<file path="src/rtl/pwm_wave_out.sv">
// Multi-channel PWM audio output stage: per-channel source select, attenuation and
// offset-binary conversion feeding an edge- or centre-aligned PWM with period-boundary duty reload.
module pwm_wave_out #(
    parameter int WIDTH      = 16,
    parameter int SAMPLE_MSB = 11,
    parameter int PWM_BITS   = 8,
    parameter int CHANNELS   = 2,
    parameter int FREQ_WIDTH = 12,
    parameter int PHASE_BITS = 16,
    parameter int LED_DIV    = 8
) (
    input  logic                    clock,
    input  logic                    resetn,
    input  logic [WIDTH-1:0]        sine,
    input  logic [WIDTH-1:0]        cosine,
    input  logic [FREQ_WIDTH-1:0]   freq,
    input  logic [2*CHANNELS-1:0]   wave_sel,
    input  logic [2*CHANNELS-1:0]   atten,
    input  logic                    center_mode,
    input  logic                    enable,
    output logic [CHANNELS-1:0]     pwm,
    output logic                    period_strobe,
    output logic                    pwm_led
);

    localparam logic [PWM_BITS-1:0] CNT_MAX = {PWM_BITS{1'b1}};
    localparam logic [PWM_BITS-1:0] CNT_ONE = PWM_BITS'(1);
    localparam logic [PWM_BITS-1:0] SQ_HIGH = {1'b0, {(PWM_BITS-1){1'b1}}};
    localparam logic [PWM_BITS-1:0] SQ_LOW  = {1'b1, {(PWM_BITS-1){1'b0}}};

    logic [PWM_BITS-1:0]        cnt;
    logic [PWM_BITS-1:0]        cnt_nx;
    logic                       dir_down;
    logic                       dir_down_nx;
    logic                       mode_act;
    logic                       boundary;
    logic [PHASE_BITS-1:0]      phase;
    logic [LED_DIV-1:0]         led_cnt;
    logic [PWM_BITS-1:0]        duty_act [CHANNELS];
    logic [PWM_BITS-1:0]        duty_new [CHANNELS];
    logic signed [PWM_BITS-1:0] src      [CHANNELS];
    logic signed [PWM_BITS-1:0] shifted  [CHANNELS];
    logic [CHANNELS-1:0]        pwm_nx;

    // Only a slice of each CORDIC word is used; the rest is deliberately ignored.
    logic unused_bits;
    assign unused_bits = ^{sine, cosine};

    always_comb begin
        for (int i = 0; i < CHANNELS; i++) begin
            case (wave_sel[2*i +: 2])
                2'b00:   src[i] = sine[SAMPLE_MSB -: PWM_BITS];
                2'b01:   src[i] = cosine[SAMPLE_MSB -: PWM_BITS];
                2'b10:   src[i] = {~phase[PHASE_BITS-1], phase[PHASE_BITS-2 -: PWM_BITS-1]};
                default: src[i] = phase[PHASE_BITS-1] ? SQ_HIGH : SQ_LOW;
            endcase
            shifted[i]  = src[i] >>> atten[2*i +: 2];
            duty_new[i] = {~shifted[i][PWM_BITS-1], shifted[i][PWM_BITS-2:0]};
        end
    end

    // Edge mode wraps at CNT_MAX; centre mode turns at CNT_MAX and ends the period at 1.
    always_comb begin
        boundary    = 1'b0;
        cnt_nx      = cnt;
        dir_down_nx = dir_down;
        if (enable) begin
            if (!mode_act) begin
                cnt_nx   = cnt + 1'b1;
                boundary = (cnt == CNT_MAX);
            end else if (!dir_down) begin
                if (cnt == CNT_MAX) begin
                    cnt_nx      = cnt - 1'b1;
                    dir_down_nx = 1'b1;
                end else begin
                    cnt_nx = cnt + 1'b1;
                end
            end else begin
                cnt_nx   = cnt - 1'b1;
                boundary = (cnt == CNT_ONE);
            end
            if (boundary) begin
                cnt_nx      = '0;
                dir_down_nx = 1'b0;
            end
        end
    end

    // The pwm flop is computed from next-cycle count and duty so it lines up with cnt.
    always_comb begin
        for (int i = 0; i < CHANNELS; i++) begin
            pwm_nx[i] = enable && (cnt_nx < (boundary ? duty_new[i] : duty_act[i]));
        end
    end

    always_ff @(posedge clock or negedge resetn) begin
        if (!resetn) begin
            cnt           <= '0;
            dir_down      <= 1'b0;
            mode_act      <= 1'b0;
            phase         <= '0;
            led_cnt       <= '0;
            pwm_led       <= 1'b0;
            period_strobe <= 1'b0;
            pwm           <= '0;
            for (int i = 0; i < CHANNELS; i++) begin
                duty_act[i] <= '0;
            end
        end else begin
            cnt           <= cnt_nx;
            dir_down      <= dir_down_nx;
            period_strobe <= boundary;
            pwm           <= pwm_nx;
            if (boundary) begin
                mode_act <= center_mode;
                phase    <= phase + PHASE_BITS'(freq);
                led_cnt  <= led_cnt + 1'b1;
                if (led_cnt == {LED_DIV{1'b1}}) begin
                    pwm_led <= ~pwm_led;
                end
                for (int i = 0; i < CHANNELS; i++) begin
                    duty_act[i] <= duty_new[i];
                end
            end
        end
    end

endmodule

</file>
<file path="config.mk">
export PLATFORM = sky130hd
export DESIGN_NAME = pwm_wave_out
export DESIGN_NICKNAME = d
export VERILOG_FILES = /design/src/rtl/pwm_wave_out.sv
export SDC_FILE = /design/constraint.sdc
export NUM_CORES = 1
export LEC_CHECK = 0
export CORE_ASPECT_RATIO = 0.7
export CORE_MARGIN = 1.5
export CORE_UTILIZATION = 45
export DETAILED_ROUTE_END_ITERATION = 16
export GPL_TIMING_DRIVEN = 1
export PLACE_DENSITY = 0.72
export SLEW_MARGIN = 20
export SYNTH_ARGS = -nofsm -noshare
export SYNTH_HDL_FRONTEND = slang
export SYNTH_SLANG_ARGS = --single-unit
</file>
<file path="constraint.sdc">
create_clock -name clock -period 3.45 [get_ports clock]
set_input_delay 0.69 -clock clock [delete_from_list [all_inputs] [get_ports clock]]
set_output_delay 0.69 -clock clock [all_outputs]
set_load 0.02 [all_outputs]
</file>
==> flow_metrics.tcl <==
set metrics [dict create \
    final_area_sq_um 5110 \
    relSlewSlack 0.549 \
    cp.required_ps 3690 \
    clock-sinks 54 \
    routed_via_density 5.57 \
    async_reset_ff_frac 1.00 \
    seqCellArea_sq_um 1350 \
    multi_input_area_sq_um 2640 \
    clock_latency_ps 300 \
    grt_usage 0.208 \
    cts_buffers 5 \
    rows 29 \
    io_buffers 43 \
    synth_seq_cells 54 \
    synth_most_common_cell "dfrtp_1" \
    synth_area_leaders "dfrtp_1, ha_1, mux4_2, mux2i_1, nand2_1" \
    diodes 0 \
    drc 0 \
    p_leak_uw 0.00235 \
    synth_top_area_cell "dfrtp_1" \
    yosys-top-cells-count "dfrtp_1, nand2_1, o21ai_0, ha_1, nor2_1" \
    synth_fp_nets 526 \
    ir_drop_mv 0.192 \
    grt_max_degree 31 \
    grt_first_pass_wirelength_mm 16.6 \
    wirelength_mm 9.85 \
    avgSynthCellArea_sq_um 9.53 \
    place_area_sq_um 4940 \
    grt_antenna_before_repair 0 \
    core_area_sq_um 9030 \
    synthesis.area_sq_um 4180 \
    num_vias 3500 \
    h-tree-depth 2 \
    cellPowerDensity_nw_per_um2 404 \
    initial_utilization 0.463 \
    setup_violations 0 \
    end_kind "register" \
    place.detailed.hpwl_mm 7.78 \
    ys_types 63 \
    layout-drive-gt1-share 0.165 \
    cts_buffer_depth 2 \
    final_antenna_net_count 0 \
    cts_root_buffer "clkbuf_16" \
    synth_edf_count 0 \
    overflow 0 \
    cpPeakStageDelay_ps 560 \
    ios 60 \
    finalHoldViolCount 0 \
    cts_tree "yes" \
    final_cells 628 \
    rsz0062_at_grt "false" \
    critPathSlowestCell "or4_4" \
    drv_slew 0 \
    drv_cap 0 \
    dp_cells 620 \
    hold_path_class "input port to async pin" \
    crit_path_start_kind "register" \
    crit_fanout 5 \
    area_growth_pct 22.2 \
    ys.flop_type "dfrtp_1" \
    finalCritPeriodShare 0.941 \
    worstPathCellList "or4_4 -> or3_4 -> and2_1 -> inv_1 -> o21ai_0 -> a22o_1 -> ha_1 -> a211o_1 -> a2111oi_1 -> o31a_1" \
    yosys.area.top_type_share 0.323 \
    crit_arrival_ps 3490 \
    die-area_sq_um 9890 \
    min_period_ps 3250 \
    drt_first_iter_violations 228 \
    fin_util 0.566 \
    yosysWarnings 0 \
    die_x_um 118 \
    clk_pin_slew_ps 70 \
    tightest_slew_ps 676 \
    chipHeight_um 83.7 \
    post-cts-setup-buffers 0 \
    run_status "finished, final reports clean" \
    grt_pass1_vias 3372 \
    fin_nets 590 \
    max_freq_ghz 0.308 \
    finalClockSkew_ps 12.1 \
    first_pass_iters 4 \
    holdBufCountCts 0 \
    wl_per_cell_um 15.7 \
    fillCellCount 780 \
    netlist_instances 439 \
    critPathKind "register to register" \
    yosysSeqAreaShare 0.323 \
    gp_congestion 0.909 \
]
==> power breakdown <==
part	switching [uW]	internal (uW)
combinational	395	352
sequential	59.3	704
clock	243	311
==> final cells by class <==
cell class / count / area share
clock buffers: 7 / 0.0299
clock inverters: 1 / 0.00171
inverters: 28 / 0.0208
multi-input cells: 335 / 0.516
flip-flops and latches: 54 / 0.264
well taps: 124 / 0.0303
repair buffers: 79 / 0.137
==> critical path: cells and delay by family, from the launching register on <==
family,cells,cell delay [ps]
buffers and inverters,1,50
AND/OR/NAND/NOR,3,1130
AO/OA/AOI/OAI,5,1250
flip-flops,1,440
adder cells (fa/ha/maj),1,320
==> metal layers <==
layer  vias up  part of all wire  GRT usage
li1       1729                 -          -
met1      1691              0.50      0.311
met2        73              0.44      0.318
met3         7             0.053     0.0376
met4         0            0.0071     0.0377
met5         -                 0          0
==> sequential cells by signal (all words and copies together) (netlist names) <==
register and flops:
mode_act 1, pwm_led 1, cnt 8, phase 16, period_strobe 1, duty_act 16
pwm 2, led_cnt 8, dir_down 1
==> final timing paths <==
| path | from | to | slack (ps) | cells past startpoint |
|---|---|---|---|---|
| worst min-delay path | resetn | pwm[1] | 420 | 1 |
| max in group asynchronous | resetn | phase[3] | 2220 | 2 |
| worst min register to register | duty_act[8] | duty_act[8] | 470 | 1 |
| worst max register to register | cnt[4] | pwm[0] | 200 | 10 |
| worst max-delay path | cnt[4] | pwm[0] | 200 | 10 |
| min in group clock | duty_act[8] | duty_act[8] | 470 | 1 |
==> kinds of logic (layout without fill, tap and decap cells) <==
family / count (synthesis) / after routing / share of synthesized area
AOI/OAI and AO/OA: 100 / 100 / 0.149
xor gates and xnor gates: 21 / 21 / 0.0440
adders and majority gates: 31 / 31 / 0.0945
buffers and inverters: 50 / 115 / 0.0502
DFF: 54 / 54 / 0.323
muxes: 52 / 52 / 0.173
and+or+nand+nor: 131 / 131 / 0.166
==> placed cells by master, fill, tap and decap left out, drive strengths merged, types with 2 or more instances in the layout <==
| cell | Yosys | layout |
|---|---|---|
| a211o | 2 | 2 |
| a211oi | 7 | 7 |
| a21o | 12 | 12 |
| a21oi | 24 | 24 |
| a22oi | 3 | 3 |
| and2 | 3 | 3 |
| and3 | 3 | 3 |
| and4 | 2 | 2 |
| buf | 8 | 37 |
| clkbuf | 14 | 7 |
| clkdlybuf4s50 | 0 | 41 |
| clkinv | 1 | 2 |
| dfrtp | 54 | 54 |
| ha | 30 | 30 |
| inv | 27 | 27 |
| mux2 | 9 | 9 |
| mux2i | 28 | 28 |
| mux4 | 15 | 15 |
| nand2 | 42 | 42 |
| nand2b | 4 | 4 |
| nand3 | 8 | 8 |
| nand3b | 3 | 3 |
| nand4 | 7 | 7 |
| nand4b | 3 | 3 |
| nor2 | 30 | 30 |
| nor2b | 4 | 4 |
| nor3 | 10 | 10 |
| nor4 | 4 | 4 |
| o21a | 5 | 5 |
| o21ai | 32 | 32 |
| o21bai | 2 | 2 |
| o22ai | 2 | 2 |
| or3 | 5 | 5 |
| xnor2 | 12 | 12 |
| xor2 | 9 | 9 |
==> what timing repair did <==
action / in CTS / in global routing
hold endpoints to repair: 0 / 0
gates resized for setup: 0 / 7
setup endpoints to repair: 0 / 1
==> stage by stage <==
stage,setup WS [ps],setup TNS (ps),hold WS [ps],total power [uW]
after floorplan,117,0,394,1260
after global placement,-249,-266,455,1480
after detailed placement,-284,-384,460,1500
after CTS,16.5,0,448,2060
after global routing,7.94,0,481,2200
final,202,0,421,2060
No activity file was read; power rests on OpenSTA's default activity.
